===== src/rtl/load_store_unit.sv =====
// rtl/load_store_unit.sv - RV32I data-memory access unit with req/gnt/rvalid bus handshake
// Aligns store lanes, extracts and extends load data, and stalls the pipeline while an access is in flight.
module load_store_unit #(
  parameter int DATA_WIDTH = 32,
  parameter int ADDR_WIDTH = 32
) (
  input  logic                  i_clk,
  input  logic                  i_rst_n,
  input  logic                  i_mem_read,
  input  logic                  i_mem_write,
  input  logic [2:0]            i_funct3,
  input  logic [ADDR_WIDTH-1:0] i_addr,
  input  logic [DATA_WIDTH-1:0] i_store_data,
  output logic [DATA_WIDTH-1:0] o_load_data,
  output logic                  o_stall,
  output logic                  o_misaligned,
  output logic                  o_bus_req,
  output logic                  o_bus_we,
  output logic [ADDR_WIDTH-1:0] o_bus_addr,
  output logic [DATA_WIDTH-1:0] o_bus_wdata,
  output logic [3:0]            o_bus_be,
  input  logic                  i_bus_gnt,
  input  logic                  i_bus_rvalid,
  input  logic [DATA_WIDTH-1:0] i_bus_rdata
);

  typedef enum logic [1:0] {
    IDLE = 2'b00,
    REQ  = 2'b01,
    WAIT = 2'b10,
    DONE = 2'b11
  } state_t;

  state_t state_q, state_d;

  logic                  access;
  logic                  is_store;
  logic                  legal;
  logic                  accept;
  logic [DATA_WIDTH-1:0] wdata_d;
  logic [3:0]            be_d;
  logic                  we_q;
  logic [2:0]            funct3_q;
  logic [1:0]            offset_q;
  logic [DATA_WIDTH-1:0] shifted;
  logic [DATA_WIDTH-1:0] extracted;

  assign access   = i_mem_read | i_mem_write;
  assign is_store = i_mem_write;
  assign accept   = access & legal;

  // Size/alignment legality; stores only allow B/H/W encodings.
  always_comb begin
    legal = 1'b0;
    if (is_store) begin
      case (i_funct3)
        3'b000:  legal = 1'b1;
        3'b001:  legal = ~i_addr[0];
        3'b010:  legal = (i_addr[1:0] == 2'b00);
        default: legal = 1'b0;
      endcase
    end else begin
      case (i_funct3)
        3'b000, 3'b100: legal = 1'b1;
        3'b001, 3'b101: legal = ~i_addr[0];
        3'b010:         legal = (i_addr[1:0] == 2'b00);
        default:        legal = 1'b0;
      endcase
    end
  end

  // Store data is replicated across lanes so the byte enables alone select the target bytes.
  always_comb begin
    wdata_d = '0;
    be_d    = 4'b1111;
    if (is_store) begin
      case (i_funct3)
        3'b000: begin
          wdata_d = {4{i_store_data[7:0]}};
          be_d    = 4'b0001 << i_addr[1:0];
        end
        3'b001: begin
          wdata_d = {2{i_store_data[15:0]}};
          be_d    = 4'b0011 << i_addr[1:0];
        end
        default: begin
          wdata_d = i_store_data;
          be_d    = 4'b1111;
        end
      endcase
    end
  end

  assign shifted = i_bus_rdata >> {offset_q, 3'b000};

  always_comb begin
    extracted = i_bus_rdata;
    case (funct3_q)
      3'b000:  extracted = {{24{shifted[7]}}, shifted[7:0]};
      3'b001:  extracted = {{16{shifted[15]}}, shifted[15:0]};
      3'b100:  extracted = {24'h000000, shifted[7:0]};
      3'b101:  extracted = {16'h0000, shifted[15:0]};
      default: extracted = i_bus_rdata;
    endcase
  end

  // Stall and misaligned are gated by reset so both read 0 while held in reset.
  always_comb begin
    state_d      = state_q;
    o_stall      = 1'b0;
    o_misaligned = 1'b0;
    case (state_q)
      IDLE: begin
        o_stall      = accept & i_rst_n;
        o_misaligned = access & ~legal & i_rst_n;
        if (accept) state_d = REQ;
      end
      REQ: begin
        o_stall = 1'b1;
        if (i_bus_gnt) state_d = we_q ? DONE : WAIT;
      end
      WAIT: begin
        o_stall = 1'b1;
        if (i_bus_rvalid) state_d = DONE;
      end
      DONE: begin
        state_d = IDLE;
      end
      default: state_d = IDLE;
    endcase
  end

  always_ff @(posedge i_clk or negedge i_rst_n) begin
    if (!i_rst_n) begin
      state_q     <= IDLE;
      we_q        <= 1'b0;
      funct3_q    <= 3'b000;
      offset_q    <= 2'b00;
      o_bus_req   <= 1'b0;
      o_bus_we    <= 1'b0;
      o_bus_addr  <= '0;
      o_bus_wdata <= '0;
      o_bus_be    <= 4'b0000;
      o_load_data <= '0;
    end else begin
      state_q <= state_d;
      case (state_q)
        IDLE: begin
          if (accept) begin
            we_q        <= is_store;
            funct3_q    <= i_funct3;
            offset_q    <= i_addr[1:0];
            o_bus_req   <= 1'b1;
            o_bus_we    <= is_store;
            o_bus_addr  <= {i_addr[ADDR_WIDTH-1:2], 2'b00};
            o_bus_wdata <= wdata_d;
            o_bus_be    <= be_d;
          end
        end
        REQ: begin
          if (i_bus_gnt) o_bus_req <= 1'b0;
        end
        WAIT: begin
          if (i_bus_rvalid) o_load_data <= extracted;
        end
        default: ;
      endcase
    end
  end

endmodule


===== config.mk =====
export PLATFORM = sky130hd
export DESIGN_NAME = load_store_unit
export DESIGN_NICKNAME = d
export VERILOG_FILES = /design/src/rtl/load_store_unit.sv
export SDC_FILE = /design/constraint.sdc
export NUM_CORES = 1
export LEC_CHECK = 0
export ABC_AREA = 1
export ABC_CLOCK_PERIOD_IN_PS = 2100
export CAP_MARGIN = 20
export CELL_PAD_IN_SITES_DETAIL_PLACEMENT = 1
export CELL_PAD_IN_SITES_GLOBAL_PLACEMENT = 2
export CORE_MARGIN = 2
export CORE_UTILIZATION = 25
export CTS_BUF_LIST = sky130_fd_sc_hd__clkbuf_8
export DETAILED_ROUTE_END_ITERATION = 8
export PLACE_DENSITY_LB_ADDON = 0.1
export SLEW_MARGIN = 15
export SYNTH_ARGS = -nofsm -noshare
export SYNTH_HDL_FRONTEND = slang
export SYNTH_SLANG_ARGS = --single-unit

===== constraint.sdc =====
create_clock -name i_clk -period 2.1 [get_ports i_clk]
set_input_delay 0.42 -clock i_clk [delete_from_list [all_inputs] [get_ports i_clk]]
set_output_delay 0.42 -clock i_clk [all_outputs]
set_load 0.03 [all_outputs]

# ---- Yosys cells after proc, flatten, opt, wreduce, memory -nomap -nowiden
# Cells that the tools add are included.
dict set report op_classes {
  n_div 0
  order_cmp 0
  shift 3
  n_bitwise 7
  multipliers 0
  mux 18
  reduce_logical 12
  add_sub_neg 0
  eq_ne 13
}
# op n
set op_table {}
lappend op_table {{$pmux W32 S4} 1}
lappend op_table {{$pmux W32 S2} 1}
lappend op_table {{$mux W32} 1}
lappend op_table {{$shr A32 B5 Y16} 1}
lappend op_table {{$eq A3 B3 Y1 const B} 4}
lappend op_table {{$pmux W2 S4} 1}
lappend op_table {{$pmux W4 S2} 1}
lappend op_table {{$eq A3 B1 Y1 const B} 2}
lappend op_table {{$logic_not A3 Y1} 2}
lappend op_table {{$mux W2} 3}
lappend op_table {{$ne A2 B2 Y1 const B} 3}
lappend op_table {{$pmux W1 S3} 2}
lappend op_table {{$reduce_and A3 Y1} 2}
lappend op_table {{$reduce_or A2 Y1} 3}
lappend op_table {{$mux W1} 5}
lappend op_table {{$and A1 B1 Y1} 4}
lappend op_table {{$eq A2 B2 Y1 const B} 2}
lappend op_table {{$logic_not A2 Y1} 2}
lappend op_table {{$mux W4} 1}
lappend op_table {{$pmux W1 S2} 2}
lappend op_table {{$reduce_and A2 Y1} 2}
lappend op_table {{$shl A1 B2 Y4 const A} 1}
lappend op_table {{$shl A2 B2 Y4 const A} 1}
lappend op_table {{$eq A3 B2 Y1 const B} 1}
lappend op_table {{4 further kinds} 5}
dict set report word_totals {
  ramBits 0
  rom_bits 0
  latch_bits 0
  inputBits 105
  mem_count 0
  register_bits 107
  output_inout_bits 104
}

# ---- Longest topological paths before layout
dict set report depth {
  depth_word 8
  depth_mapped 9
}

# ---- Worst setup path after synthesis
# OpenSTA, ideal clock, no wires.
dict set report synth_path {
  kind {register -> output}
  start {register state_q[0]}
  end {output port o_stall}
  path_buffers 0
  t_required_ns 1.680
  t_arrival_ns 1.381
  stages_incl_launch_ff 5
  setup_slack_ns 0.299
  path_cell_list {dfrtp_1 inv_1 ha_1 nand4_1 a21oi_1}
}
dict set report synth_between {
  elab_chain_len 3
  elab_cells_between_ends 5
  classes_between {eq/ne (2); mux (1); reduce/logical (2)}
}
# element line_no
set synth_rtl {}
lappend synth_rtl {{start: declaration} 34} ;# state_t state_q, state_d;
lappend synth_rtl {{start signal: assignment} 146} ;# state_q <= state_d;
lappend synth_rtl {{$eq A2 B2 Y1 or $eq A2 B1 Y1 (tied branches)} 112} ;# case (state_q)
lappend synth_rtl {{$reduce_or A2 Y1 (no line)} n/a}
lappend synth_rtl {{$pmux W1 S2 (*)} 112}
lappend synth_rtl {{end: declaration} 15} ;# output logic o_stall,
# Every way passes the cells marked *; elsewhere a longest branch is shown, timed or not.

# ---- Worst setup path in the final report
# Same ends and word-level chain as after synthesis.

==> impl_metrics.env <==
export IMPL_holdCritPathClass="in2async"
export IMPL_timing_critical_path_from_type="flip-flop"
export IMPL_timing_critical_path_required_ns=1.68
export IMPL_num_nets_final=1044
export IMPL_first_global_vias=6045
export IMPL_timing_slew_headroom=0.656
export IMPL_gp_congestion=0.846
export IMPL_grt_first_pass_wirelength_um=32200
export IMPL_cap_violations=0
export IMPL_clock_tree_from_tritoncts="built"
export IMPL_htree_levels=3
export IMPL_clockPowerShare=0.104
export IMPL_synth_seq_cells=107
export IMPL_drive_above_1_share=0.0937
export IMPL_wl_per_cell_um=16.7
export IMPL_postRouteAntennaNets=0
export IMPL_final_setup_skew_ns=0.0101
export IMPL_final_area_sq_um=8150
export IMPL_cellLeakagePower_nw=3.93
export IMPL_crit_path_start="state_q[0]$_DFFE_PN0P_"
export IMPL_detail_route_vias_per_cell=4.54
export IMPL_num_io_pins=209
export IMPL_initial_utilization=0.254
export IMPL_first_iter_violations=136
export IMPL_die_height_um=153
export IMPL_p_seq_frac=0.302
export IMPL_reg_clk_slew_reported_paths_ns=0.11
export IMPL_power_per_cell_area_nw_per_um2=1470
export IMPL_finalHoldWorstSlack_ns=0.0620
export IMPL_combPwrFrac=0.594
export IMPL_floorplan_core_area_sq_um=21800
export IMPL_finalWorstPathRequiredPeriod_ns=1.98
export IMPL_layout_area_seq_sq_um=2680
export IMPL_areaGrowthSynthToFinish_pct=47.3
export IMPL_clock_fmax_ghz=0.506
export IMPL_slew_viol_final=0
export IMPL_cts_sink_count=107
export IMPL_tightestPinTransition_ns=0.513
export IMPL_syn_mean_instance_area_sq_um=7.57
export IMPL_switchingPower_mw=5.65
export IMPL_critical_path_max_fanout=5
export IMPL_reg_to_reg_slack_setup_ns=0.40
export IMPL_peakVddDrop_uv=543
export IMPL_post_synthesis_instance_area_sq_um=5540
export IMPL_first_pass_iters=4
export IMPL_cts_hold_repair_buffers=0
export IMPL_timing_critical_path_slowest_cell_delay_ns=0.39
export IMPL_totalNegativeSetupSlack_ns=0
export IMPL_antenna_found_initial=2
export IMPL_reg_to_reg_end="o_load_data[21]$_DFFE_PN0P_"
export IMPL_die_area_sq_um=23400
export IMPL_utilization=0.375
export IMPL_clk_root_buffer_cell="clkbuf_8"
export IMPL_yosys_warnings=0
export IMPL_share_of_total_power_consumed_by_net_switching=0.472
export IMPL_setup_viol_count_final=0
export IMPL_via_count=5530
export IMPL_post_dp_cell_area_sq_um=7930
export IMPL_ff2ff_path_depth=7
export IMPL_hold_violations=0
export IMPL_die_x_um=153
export IMPL_rsz0062_at_grt="no"
export IMPL_r2r_start="offset_q[0]$_DFFE_PN0P_"
export IMPL_maximum_number_of_pins_on_one_net_before_global_route_repair=77
export IMPL_criticalPathCategory="reg2out"
export IMPL_number_of_filler_cells_placed_in_the_layout=2633
export IMPL_synthCells=731
export IMPL_port_buffers=206
export IMPL_intPower_mw=6.33
export IMPL_post_route_period_util=0.941
export IMPL_drcViolationCount=0
export IMPL_overflow=0
export IMPL_clk_path_buf_depth=2
export IMPL_worstPathCellList="inv_1, ha_4, nand4_1, a21oi_1, buf_4"
export IMPL_worstPathArrival_ns=1.56
export IMPL_synth_lib_cells_used_distinct=28
export IMPL_synth_yosys_seq_area_share=0.484
export IMPL_groute_usage_overall=0.174
export IMPL_endpoint_kind="output pin"
export IMPL_tritoncts_num_buffers=9
export IMPL_detailedPlacementHpwl_um=15100
export IMPL_run_status="finished, final reports clean"
export IMPL_row_count=54
export IMPL_footprint_of_the_multi_input_gates_sq_um=2410
export IMPL_worst_path_slowest_cell="dfrtp_1"
export IMPL_n_antenna_cell=0
export IMPL_postRouteWirelength_um=20400
export IMPL_worstSkewPairLatency_ns=0.39
-- timing repair --
action,CTS,global route
gates resized for setup,1,11
pin swaps,0,2
setup buffers,1,0
endpoints found under the setup margin,2,2
-- cells by family after synthesis --
logic type / after synthesis / share of synthesized area
AND/OR/NAND/NOR: 410 / 0.306
AO/OA/AOI/OAI: 111 / 0.112
flip-flops: 107 / 0.484
buffers and inverters: 97 / 0.0859
adder cells (fa/ha/maj): 5 / 0.0113
other: 1 / 0.000677
-- flip-flops by register name, summed over array words and instances (netlist names) --
| name | count |
|---|---|
| state_q | 2 |
| offset_q | 2 |
| o_load_data | 32 |
| o_bus_be | 4 |
| o_bus_wdata | 32 |
| we_q | 1 |
| funct3_q | 3 |
| o_bus_req | 1 |
| o_bus_addr | 30 |
-- power groups by stage --
stage / Clock, mW / Combinational, mW / Sequential (mW)
after detailed placement: 0 / 7.13 / 3.67
after global placement: 0 / 7.02 / 3.63
after floorplan: 0 / 2.40 / 5.33
after global routing: 1.41 / 7.73 / 3.76
final: 1.24 / 7.12 / 3.61
after CTS: 1.33 / 7.19 / 3.63
-- area by class of cell --
cell class                 instances  area share
tap                              280      0.0430
clock inverter                     6     0.00506
sequential                       107       0.328
clock buffer                      10      0.0169
inverter                          56      0.0258
timing repair buffer             232       0.285
multi-input combinational        528       0.295
-- synthesized netlist by cell type --
master | count | area (sq um)
a211oi_1 | 1 | 7.51
a21oi_1 | 35 | 175
buf_1 | 1 | 3.75
buf_2 | 11 | 55.1
buf_4 | 8 | 60.1
buf_6 | 9 | 101
clkbuf_1 | 12 | 45.0
clkinv_1 | 1 | 3.75
conb_1 | 1 | 3.75
dfrtp_1 | 107 | 2680
ha_1 | 5 | 62.6
inv_1 | 52 | 195
inv_2 | 3 | 11.3
nand2_1 | 311 | 1170
nand2_2 | 2 | 12.5
nand3_1 | 46 | 230
nand3_4 | 1 | 17.5
nand3b_1 | 1 | 7.51
nand4_1 | 1 | 6.26
nor2_1 | 19 | 71.3
nor2_2 | 1 | 6.26
nor2_4 | 1 | 11.3
nor3_1 | 2 | 10.0
o211ai_1 | 16 | 120
o21ai_0 | 43 | 215
o21ai_1 | 10 | 50.1
o21ai_2 | 6 | 52.6
or2_2 | 25 | 156
-- through the flow --
step / std cells / total power, mW / setup slack (ns)
3_5_place_dp: 1202 / 10.8 / -0.0200
3_3_place_gp: 1202 / 10.6 / 0.0210
4_1_cts: 1219 / 12.2 / 0.00355
6_report: 1219 / 12.0 / 0.123
2_1_floorplan: 732 / 7.73 / 0.299
5_1_grt: 1219 / 12.9 / 0.00368
-- cell usage in the layout (no fill, tap or decap), drive strengths merged, types with 5 or more instances in the layout --
| master | instances |
|---|---|
| dlymetal6s2s | 6 |
| buf | 29 |
| or2 | 25 |
| clkdlybuf4s50 | 197 |
| dfrtp | 107 |
| nand3 | 47 |
| clkbuf | 10 |
| nand2 | 313 |
| a21oi | 35 |
| nor2 | 21 |
| ha | 5 |
| o211ai | 16 |
| o21ai | 59 |
| inv | 57 |
-- layer usage --
| layer | vias to the layer above | wire length [um] | GRT usage |
|---|---|---|---|
| met5 | - | 12 | 0 |
| met4 | 2 | 340 | 0.0520 |
| met3 | 21 | 1170 | 0.0473 |
| met2 | 137 | 10200 | 0.309 |
| met1 | 2669 | 8610 | 0.204 |
| li1 | 2701 | - | - |
-- worst max-delay path, delay by kind of cell (launching register included) --
family	cells	cell delay, ns
flip-flops	1	0.39
adder cells (fa/ha/maj)	1	0.20
AND/OR/NAND/NOR	1	0.09
buffers and inverters	2	0.34
AO/OA/AOI/OAI	1	0.16
-- how the worst max path moves through the flow --
stage / endpoint / slack [ns] / cells past startpoint
after floorplan: o_stall / 0.30 / 4
after global routing: o_stall / 0.004 / 5
final: o_stall / 0.12 / 5
after detailed placement: o_bus_addr[6]$_DFFE_PN0P_ / -0.02 / 6
after global placement: o_stall / 0.02 / 7
after CTS: o_stall / 0.004 / 7
Power figures use the tool's default switching activity.
